## src/rtl/bram_burst_reader.sv

```systemverilog
// bram_burst_reader: read-side burst initiator for one RAMB16 port.
// Accepts {base, length} commands, issues sequential single-cycle reads and
// returns the words as a ready/valid stream tagged with a last flag. A 2-entry
// buffer absorbs the one-cycle RAM read latency under backpressure.

// Occupancy checker: words buffered plus the read in flight never exceed 2.
module bram_burst_reader_chk (
  input logic       CLK,
  input logic       reset,
  input logic [1:0] count,
  input logic       pending
);

  // A third outstanding word would have nowhere to land in the buffer.
  occupancy_bound: assert property (@(posedge CLK) disable iff (reset)
    (({1'b0, count} + {2'b00, pending}) <= 3'd2));

endmodule

module bram_burst_reader #(
  parameter int ADDR_BITS = 9,
  parameter int DATA_BITS = 32,
  parameter int LEN_BITS  = 10
) (
  input  logic                 CLK,
  input  logic                 reset,
  input  logic                 cmd_valid,
  output logic                 cmd_ready,
  input  logic [ADDR_BITS-1:0] cmd_addr,
  input  logic [LEN_BITS-1:0]  cmd_len,
  output logic                 ram_en,
  output logic                 ram_we,
  output logic                 ram_ssr,
  output logic [ADDR_BITS-1:0] ram_addr,
  input  logic [DATA_BITS-1:0] ram_dout,
  output logic                 out_valid,
  input  logic                 out_ready,
  output logic [DATA_BITS-1:0] out_data,
  output logic                 out_last,
  output logic                 busy
);

  localparam logic [1:0] IDLE  = 2'd0;
  localparam logic [1:0] READ  = 2'd1;
  localparam logic [1:0] DRAIN = 2'd2;

  logic [1:0]           state;
  logic [1:0]           state_next;
  logic [ADDR_BITS-1:0] base;
  logic [LEN_BITS-1:0]  len;
  logic [LEN_BITS-1:0]  issued;
  logic                 pending;
  logic                 pend_last;

  // Two-entry word buffer; rd_ptr selects the head, wr_ptr the tail.
  logic [DATA_BITS-1:0] buf_data [2];
  logic                 buf_last [2];
  logic                 rd_ptr;
  logic                 wr_ptr;
  logic [1:0]           count;

  logic                 pop;
  logic                 issue;
  logic                 issue_last;
  logic [2:0]           occ_after_pop;
  logic                 cmd_take;

  // Write side of the port is never used.
  assign ram_we  = 1'b0;
  assign ram_ssr = 1'b0;

  assign cmd_ready = (state == IDLE);
  assign busy      = (state == READ) || (state == DRAIN);
  assign out_valid = (count != 2'd0);
  assign out_data  = buf_data[rd_ptr];
  assign out_last  = buf_last[rd_ptr];
  assign pop       = out_valid & out_ready;
  assign cmd_take  = cmd_valid & cmd_ready;

  // Issue decision: a read may start only if its word is guaranteed a slot,
  // counting the word in flight and crediting a pop happening this cycle.
  always_comb begin
    occ_after_pop = {1'b0, count} + {2'b00, pending} - {2'b00, pop};
    issue_last    = (issued == (len - LEN_BITS'(1)));
    if ((state == READ) && (issued < len) && (occ_after_pop < 3'd2)) begin
      issue = 1'b1;
    end else begin
      issue = 1'b0;
    end
    ram_en   = issue;
    ram_addr = base + issued[ADDR_BITS-1:0];
  end

  // Next-state logic for the burst sequencer.
  always_comb begin
    state_next = state;
    case (state)
      IDLE: begin
        if (cmd_take && (cmd_len != {LEN_BITS{1'b0}})) begin
          state_next = READ;
        end else begin
          state_next = IDLE;
        end
      end
      READ: begin
        if (issue && issue_last) begin
          state_next = DRAIN;
        end else begin
          state_next = READ;
        end
      end
      DRAIN: begin
        if (pop && out_last) begin
          state_next = IDLE;
        end else begin
          state_next = DRAIN;
        end
      end
      default: state_next = IDLE;
    endcase
  end

  // Sequencer state, latched command and read-issue bookkeeping.
  always_ff @(posedge CLK or posedge reset) begin
    if (reset) begin
      state     <= IDLE;
      base      <= {ADDR_BITS{1'b0}};
      len       <= {LEN_BITS{1'b0}};
      issued    <= {LEN_BITS{1'b0}};
      pending   <= 1'b0;
      pend_last <= 1'b0;
    end else begin
      state     <= state_next;
      pending   <= issue;
      pend_last <= issue & issue_last;
      if (cmd_take && (cmd_len != {LEN_BITS{1'b0}})) begin
        base   <= cmd_addr;
        len    <= cmd_len;
        issued <= {LEN_BITS{1'b0}};
      end else if (issue) begin
        issued <= issued + LEN_BITS'(1);
      end else begin
        issued <= issued;
      end
    end
  end

  // Buffer: the word read last cycle lands at the tail; the head leaves on pop.
  always_ff @(posedge CLK or posedge reset) begin
    if (reset) begin
      for (int i = 0; i < 2; i++) begin
        buf_data[i] <= {DATA_BITS{1'b0}};
        buf_last[i] <= 1'b0;
      end
      rd_ptr <= 1'b0;
      wr_ptr <= 1'b0;
      count  <= 2'd0;
    end else begin
      if (pending) begin
        buf_data[wr_ptr] <= ram_dout;
        buf_last[wr_ptr] <= pend_last;
        wr_ptr           <= ~wr_ptr;
      end else begin
        wr_ptr <= wr_ptr;
      end
      if (pop) begin
        rd_ptr <= ~rd_ptr;
      end else begin
        rd_ptr <= rd_ptr;
      end
      count <= count + {1'b0, pending} - {1'b0, pop};
    end
  end

  bram_burst_reader_chk u_chk (
    .CLK     (CLK),
    .reset   (reset),
    .count   (count),
    .pending (pending)
  );

endmodule

```

## config.mk

```make
export PLATFORM = sky130hd
export DESIGN_NAME = bram_burst_reader
export DESIGN_NICKNAME = d
export VERILOG_FILES = /design/src/rtl/bram_burst_reader.sv
export SDC_FILE = /design/constraint.sdc
export NUM_CORES = 1
export LEC_CHECK = 0
export ABC_CLOCK_PERIOD_IN_PS = 6000
export CAP_MARGIN = 20
export CELL_PAD_IN_SITES_DETAIL_PLACEMENT = 0
export CELL_PAD_IN_SITES_GLOBAL_PLACEMENT = 1
export CORE_ASPECT_RATIO = 1.1
export CORE_UTILIZATION = 45
export CTS_CLUSTER_DIAMETER = 60
export CTS_CLUSTER_SIZE = 30
export DETAILED_ROUTE_END_ITERATION = 10
export PLACE_DENSITY_LB_ADDON = 0.1
export SYNTH_ARGS = -nofsm -noshare
export SYNTH_HDL_FRONTEND = slang
export SYNTH_SLANG_ARGS = --single-unit
```

## constraint.sdc

```tcl
create_clock -name CLK -period 6 [get_ports CLK]
set_input_delay 0.6 -clock CLK [delete_from_list [all_inputs] [get_ports CLK]]
set_output_delay 0.6 -clock CLK [all_outputs]
set_load 0.05 [all_outputs]
```

==> results.txt, run 1 <==
----------------------------------------------------
[STA]
  Worst-margin pin slew ... 1007 ps
  Hold violation total from the final report ... 0
  Crit share post-route ... 0.7618
  # setup viols final ... 0
  Setup Total Neg Slack ... 0 ps
  Setup WS post-layout ... 1429 ps
  Layout Skew ... 9.382 ps
  Top achievable clock speed ... 218.8 MHz
  Fin crit period ... 4571 ps
  Number of pins with negative max-slew slack in the final report ... 0
  RSZ-0062 raised after global routing ... false
  Max_slew headroom ... 0.3266
  Hold Slack ... 487.8 ps

[Setup path]
  Data required time at the worst endpoint ... 5400 ps
  Top cell family by delay on the critical path ... buffers and inverters
  Crit path max fanout ... 5
  Data arrival time of the critical path ... 3970 ps
  Worst path buffer plus inverter count ... 6
  Reg2reg setup slack ... 2740 ps
  Startpoint-to-endpoint class of the critical path ... reg2out
  Worst Reg2Reg Path Length in Cells ... 13
  Startpoint kind of the worst setup timing path ... register
  Kind of end point of the critical path ... output port
  Reg-to-reg critical path endpoint ... state[0]
  Cell seen most often among critical-path stages ... sky130_fd_sc_hd__inv_1
  Reg-to-reg critical path startpoint ... count[1]
  Crit-path max cell delay ... 830 ps
  Critical-path top delay cell ... sky130_fd_sc_hd__clkdlybuf4s50_1
  Worst path cell trace ... or2_2 -> nand2_1 -> inv_1 -> ha_1 -> inv_1 -> ha_1 -> inv_1 -> fa_1 -> xor2_1 -> a2111oi_0 -> buf_4 -> nand2_1 -> inv_1 -> clkdlybuf4s50_1

[GRT]
  Vias in the first global route ... 4158
  Total global routing track utilization ... 0.1989
  Antenna violations before repair ... 0
  Global-route wire length before repair ... 19870 um
  Maximum number of pins on one net before global-route repair ... 82
  Overflow left after global routing ... 0

[Detailed routing]
  Number of remaining DRC errors ... 0
  Count of vias placed by the detailed router ... 3926
  Routed Antenna Nets ... 0
  Total length of routed wires ... 11690 um
  Avg WL per Cell ... 16.05 um
  Detailed-routing iteration count for the pre-antenna-repair pass ... 5
  Ratio of routed vias to standard cells ... 5.393
  First DRT Iteration DRCs ... 184

[Pwr]
  Peak VDD IR ... 316.3 uV
  Reported leakage power ... 2.968 nW
  Power density over the cells ... 597.7 mW/mm2

[Layout]
  Final-layout fill cell count ... 1043
  Footprint of the multi-input gates ... 0.002708 mm2
  Fraction of final layout cells sized beyond drive strength 1 ... 0.2215
  Footprint of the flip-flops and latches ... 0.002577 mm2
  # diodes ... 0
  Final Instance Area ... 0.006912 mm2
  Area grow syn2layout ... 26.67%
  Layout net count ... 656

[Yosys]
  Number of flip-flops and latches in the synthesized netlist ... 103
  Fraction of the yosys area taken by sequential cells ... 0.4724
  Synth Cell Area ... 0.005456 mm2
  Share of async-settable or async-resettable flops after synthesis ... 1.000
  Number of synthesized flops with an enable pin ... 0
  Main flop type after synthesis ... sky130_fd_sc_hd__dfrtp_1
  Netlist cell types ... 50
  Cell count after synthesis ... 480
  Warning count from the yosys run ... 0
  Mean instance size in the synthesized netlist ... 11.37 um2

[Clock tree]
  CTS-repair resized insts ... 0
  Worst-skew pair later-pin latency ... 340 ps
  Clock-pin slew of the registers on the worst-case setup and hold paths ... 70 ps
  Htree depth ... 3
  Cell at the root of the clock tree ... sky130_fd_sc_hd__clkbuf_16
  Clock tree buffer depth ... 2
  Number of sinks handled by clock tree synthesis ... 103
  Post-CTS setup buffer count ... 0
  Hold buffers post-CTS ... 0
  Clock buffers created by TritonCTS ... 9
  Clock tree from TritonCTS ... built

[Floorplanning]
  IO Pins ... 103
  Height of the die ... 117.5 um
  Placeable core region ... 0.01164 mm2
  Die area ... 0.01257 mm2
  Horizontal die dimension ... 107.0 um
  Starting Density ... 0.4686
  Placement Rows ... 41

[Outcome]
  Result of the run ... finished, final reports clean

[Min path]
  Worst hold path depth ... 2
  Classification of the worst-slack hold path ... reg2reg
  Hold Path End ... base[0]
  Hold Path Origin ... base[0]

[Placed design]
  Half-perimeter wire length after placement ... 8389 um
  Quantity of I/O buffers inserted on ports ... 100
  Final RePlAce weighted congestion ... 0.8187
  Post-placement setup slack ... 1531 ps
  Total cell area at the placement stage ... 0.006604 mm2

[Job]
  Number of maximum-capacitance constraint violations ... 0

----------------------------------------------------
how the worst max path moves through the flow:
stage | start | endpoint | depth (start not counted)
after global routing | count[1] | ram_en | 14
after CTS | count[1] | ram_en | 14
final | count[1] | ram_en | 14
after global placement | out_ready | ram_en | 14
after detailed placement | out_ready | ram_en | 14
after floorplan | count[1] | ram_en | 12
state kept, by name, summed over array words and instances (netlist names):
| register | flops |
|---|---|
| len | 10 |
| rd_ptr | 1 |
| base | 9 |
| wr_ptr | 1 |
| pending | 1 |
| buf_last | 2 |
| buf_data | 64 |
| state | 2 |
| pend_last | 1 |
| count | 2 |
| issued | 10 |
layout by cell type, fill, tap and decap left out, drive strengths merged, types with 6 or more instances in the layout:
master         netlist  layout
a21oi                9       9
clkbuf              18      10
clkdlybuf4s50        0     100
dfrtp              103     103
ha                  26      26
inv                 26      29
mux2                98      98
nand2               53      53
nand2b               6       6
nand3                8       8
nor2                 9       9
nor3                 6       6
o21ai               20      20
o31ai                6       6
xnor2               15      15
xor2                 6       6
worst min-delay path, cell delays in order (launching register included):
cell and delay, ps:
sky130_fd_sc_hd__dfrtp_1 350, sky130_fd_sc_hd__nand2_1 50, sky130_fd_sc_hd__nand2_1 50
per-layer routing:
| metal | vias to the layer above | track usage | wire, um |
|---|---|---|---|
| met5 | - | 0 | 0 |
| met4 | 0 | 0.06507 | 144 |
| met3 | 11 | 0.03045 | 368 |
| met2 | 76 | 0.3548 | 6118 |
| met1 | 1964 | 0.2429 | 5054 |
| li1 | 1875 | - | - |
cell type report:
type                    count  area share
clock buffers              10     0.03313
multi-input cells         328      0.3917
inverters                  26     0.01448
well taps                 150     0.02715
repair buffers            105      0.1532
flip-flops and latches    103      0.3729
clock inverters             6    0.007422
cells by family after synthesis:
logic type	synth area share
XOR/XNOR	0.03371
adder cells (fa/ha/maj)	0.06696
multiplexers	0.2078
buffers and inverters	0.03600
flip-flops	0.4724
other	0.0006873
AO/OA/AOI/OAI	0.08599
AND/OR/NAND/NOR	0.09654
Yosys cell counts, types with 2 or more instances:
cell / count / area share
sky130_fd_sc_hd__nor2b_1: 5 / 0.0057
sky130_fd_sc_hd__nand4_1: 2 / 0.0023
sky130_fd_sc_hd__nand3b_1: 2 / 0.0028
sky130_fd_sc_hd__inv_1: 26 / 0.018
sky130_fd_sc_hd__or4_1: 4 / 0.0055
sky130_fd_sc_hd__a21oi_1: 9 / 0.0083
sky130_fd_sc_hd__nand2_1: 53 / 0.036
sky130_fd_sc_hd__xnor2_1: 15 / 0.024
sky130_fd_sc_hd__fa_1: 2 / 0.0073
sky130_fd_sc_hd__a31oi_1: 5 / 0.0057
sky130_fd_sc_hd__o31ai_1: 6 / 0.0083
sky130_fd_sc_hd__buf_1: 3 / 0.0021
sky130_fd_sc_hd__buf_4: 2 / 0.0028
sky130_fd_sc_hd__dfrtp_1: 103 / 0.47
sky130_fd_sc_hd__o211ai_1: 2 / 0.0028
sky130_fd_sc_hd__nand2b_1: 6 / 0.0069
sky130_fd_sc_hd__a211oi_1: 2 / 0.0028
sky130_fd_sc_hd__or3_1: 4 / 0.0046
sky130_fd_sc_hd__clkbuf_1: 18 / 0.012
sky130_fd_sc_hd__a21o_1: 3 / 0.0041
sky130_fd_sc_hd__or2_2: 2 / 0.0023
sky130_fd_sc_hd__a31o_2: 3 / 0.0048
sky130_fd_sc_hd__a22oi_1: 3 / 0.0041
sky130_fd_sc_hd__mux2i_1: 3 / 0.0055
sky130_fd_sc_hd__ha_1: 26 / 0.060
sky130_fd_sc_hd__nor2_1: 9 / 0.0062
sky130_fd_sc_hd__nor3_1: 6 / 0.0055
sky130_fd_sc_hd__nand3_1: 8 / 0.0073
sky130_fd_sc_hd__xor2_1: 6 / 0.0096
sky130_fd_sc_hd__and2_1: 2 / 0.0023
sky130_fd_sc_hd__nor4_1: 3 / 0.0034
sky130_fd_sc_hd__mux2_2: 98 / 0.20
sky130_fd_sc_hd__o311ai_0: 2 / 0.0032
sky130_fd_sc_hd__a41o_1: 2 / 0.0037
sky130_fd_sc_hd__o21ai_0: 20 / 0.018
through the flow:
step                power [mW]  std cells  utilization
floorplan                2.916        481            -
global placement         3.547        711       0.5671
detailed placement       3.607        711       0.5671
CTS                      4.176        727       0.5912
global route             4.371        728       0.5935
finish                   4.131        728       0.5935
power by group:
| group | total [mW] | internal, mW | switching [mW] |
|---|---|---|---|
| clock network | 0.553 | 0.288 | 0.265 |
| registers | 1.18 | 0.990 | 0.192 |
| logic | 2.40 | 0.994 | 1.40 |
(Power assumes the default switching activity.)
==> inputs of run 2 (changes only) <==
Settings changed: ABC_CLOCK_PERIOD_IN_PS 6000 to 4500, CORE_UTILIZATION 45 to 41.
Clock period 6 ns to 4.5 ns, I/O delays scaled along.
==> run 2 against run 1 <==
  * The run now ends with design-rule violations left
  * Register-to-register slack worse by 1500 ps
  * Via count is 1.1% lower
  * Die area is 9.6% higher
  * Critical path depth stayed put
  * Routed wire length is 1.5% higher
  * Sequential power is 32% higher
  * Count of clock-buffer cells in the layout stayed put
  * Non-clock buffer count is 2 higher
  * Clock skew is 2.0 ps lower
  * Hold slack worse by 56 ps
  * First-iteration DRC count is 35% lower
  * Sequential share of layout area is 0.17 points lower
  * Critical path type unchanged
  * Critical endpoint unchanged
  * Largest power group unchanged
  * Highest routed layer unchanged
==> results.txt, run 2 (synthesis gave the netlist of run 1 again) <==
----------------------------------------------------
[Floorplanning]
  Die area ... 0.01377 mm2
  Placeable core region ... 0.01280 mm2
  Height of the die ... 123.0 um
  IO Pins ... 103
  Placement Rows ... 43
  Starting Density ... 0.4261
  Horizontal die dimension ... 112.0 um

[Pwr]
  Internal portion of total power ... 3.070 mW
  Net switching fraction of the power ... 0.4478
  Peak VDD IR ... 288.6 uV
  Net switching power ... 2.490 mW
  Share of power burned in combinational logic ... 0.582
  Reported leakage power ... 2.994 nW
  Sequential power share ... 0.281
  Power share of the clock group ... 0.137
  Total design power ... 5.560 mW
  Power density over the cells ... 800.7 mW/mm2

[Layout]
  Fraction of final layout cells sized beyond drive strength 1 ... 0.2259
  Most flops, register ... buf_data
  Area grow syn2layout ... 27.26%
  Number of flip-flops in the largest register ... 64
  Most frequent cells in the layout ... sky130_fd_sc_hd__dfrtp_1 (103), sky130_fd_sc_hd__clkdlybuf4s50_1 (99), sky130_fd_sc_hd__mux2_2 (98), sky130_fd_sc_hd__nand2_1 (53), sky130_fd_sc_hd__ha_1 (26)
  Final-layout fill cell count ... 1193
  Layout net count ... 658
  Most common cell after layout, fill and taps aside ... sky130_fd_sc_hd__dfrtp_1
  Final Instance Area ... 0.006944 mm2
  Footprint of the multi-input gates ... 0.002694 mm2
  Footprint of the flip-flops and latches ... 0.002577 mm2
  Top Registers ... buf_data (64), issued (10), len (10)
  # diodes ... 0

[Clock tree]
  Worst-skew pair later-pin latency ... 350 ps
  Cell at the root of the clock tree ... sky130_fd_sc_hd__clkbuf_16
  Clock tree from TritonCTS ... built
  Htree depth ... 3
  Hold buffers post-CTS ... 0
  Number of sinks handled by clock tree synthesis ... 103
  Clock buffers created by TritonCTS ... 9
  Clock-pin slew of the registers on the worst-case setup and hold paths ... 80 ps
  Post-CTS setup buffer count ... 0
  CTS-repair resized insts ... 0
  Clock tree buffer depth ... 2

[Setup path]
  Data required time at the worst endpoint ... 4050 ps
  Crit path max fanout ... 5
  Reg2reg setup slack ... 1290 ps
  Reg-to-reg critical path startpoint ... count[1]
  Worst Reg2Reg Path Length in Cells ... 13
  Reg-to-reg critical path endpoint ... state[0]
  Startpoint-to-endpoint class of the critical path ... reg2out
  Kind of end point of the critical path ... output port
  Data arrival time of the critical path ... 3360 ps
  Startpoint kind of the worst setup timing path ... register

[GRT]
  Maximum number of pins on one net before global-route repair ... 84
  Vias in the first global route ... 4027
  Antenna violations before repair ... 0
  Total global routing track utilization ... 0.1876
  Overflow left after global routing ... 0
  Global-route wire length before repair ... 19980 um

[STA]
  Crit share post-route ... 0.8465
  Max_slew headroom ... 0.4434
  # setup viols final ... 0
  Top achievable clock speed ... 262.5 MHz
  Setup WS post-layout ... 690.7 ps
  Layout Skew ... 7.427 ps
  RSZ-0062 raised after global routing ... false
  Worst-margin pin slew ... 831.1 ps
  Setup Total Neg Slack ... 0 ps
  Fin crit period ... 3809 ps
  Hold Slack ... 431.4 ps
  Number of pins with negative max-slew slack in the final report ... 0
  Hold violation total from the final report ... 0

[Detailed routing]
  Detailed-routing iteration count for the pre-antenna-repair pass ... 7
  Avg WL per Cell ... 16.09 um
  Routed Antenna Nets ... 0
  First DRT Iteration DRCs ... 119
  Count of vias placed by the detailed router ... 3884
  Number of remaining DRC errors ... 11
  Total length of routed wires ... 11860 um
  Ratio of routed vias to standard cells ... 5.270

[Placed design]
  Final RePlAce weighted congestion ... 0.8025
  Post-placement setup slack ... 880.7 ps
  Quantity of I/O buffers inserted on ports ... 100
  Half-perimeter wire length after placement ... 8427 um
  Total cell area at the placement stage ... 0.006624 mm2

[Job]
  Number of maximum-capacitance constraint violations ... 0

[Outcome]
  Violated checks ... design-rule violations
  Result of the run ... finished with violations

[Min path]
  Classification of the worst-slack hold path ... in2async

----------------------------------------------------
-- run 2: layout make-up --
class	count	area share
clock inverters	6	0.007748
multi-input cells	328	0.3879
flip-flops and latches	103	0.3712
clock buffers	10	0.03441
inverters	26	0.01441
repair buffers	107	0.1560
well taps	157	0.02829
-- run 2: routing by layer --
| metal | part of all wire | vias to the layer above | global-route usage | wire length, um |
|---|---|---|---|---|
| li1 | - | 1890 | - | - |
| met2 | 0.49 | 79 | 0.3218 | 5854 |
| met3 | 0.041 | 17 | 0.02941 | 484 |
| met4 | 0.022 | 0 | 0.09000 | 260 |
| met1 | 0.44 | 1898 | 0.2334 | 5259 |
| met5 | 0 | - | 0 | 0 |
-- run 2: through the flow --
step,std cells,util
after global routing,737,0.5423
after detailed placement,720,0.5173
after floorplan,481,-
after global placement,720,0.5173
final,737,0.5423
after CTS,736,0.5402
-- run 2: worst max-delay path, stage by stage (launching register included) --
cell	delay (ps)
sky130_fd_sc_hd__dfrtp_1	420
sky130_fd_sc_hd__or2_2	320
sky130_fd_sc_hd__nand2_1	120
sky130_fd_sc_hd__inv_1	50
sky130_fd_sc_hd__ha_1	260
sky130_fd_sc_hd__inv_1	50
sky130_fd_sc_hd__ha_1	130
sky130_fd_sc_hd__inv_1	50
sky130_fd_sc_hd__fa_1	360
sky130_fd_sc_hd__xor2_1	170
sky130_fd_sc_hd__a2111oi_0	400
sky130_fd_sc_hd__buf_4	210
sky130_fd_sc_hd__nand2_1	120
sky130_fd_sc_hd__inv_1	180
sky130_fd_sc_hd__buf_12	160
-- run 2: power groups by stage --
stage / Sequential [mW] / Combinational, mW / Clock (mW)
floorplan: 1.49 / 2.40 / 0
global placement: 1.56 / 3.22 / 0
detailed placement: 1.59 / 3.26 / 0
CTS: 1.57 / 3.27 / 0.791
global route: 1.62 / 3.45 / 0.828
finish: 1.56 / 3.23 / 0.763
-- run 2: worst max-delay path by stage --
stage	depth (start not counted)	end	slack (ps)	from
after floorplan	12	ram_en	640	count[1]
after detailed placement	14	ram_en	880	out_ready
final	14	ram_en	690	count[1]
after global routing	14	ram_en	410	count[1]
after CTS	14	ram_en	600	count[1]
after global placement	14	ram_en	980	out_ready
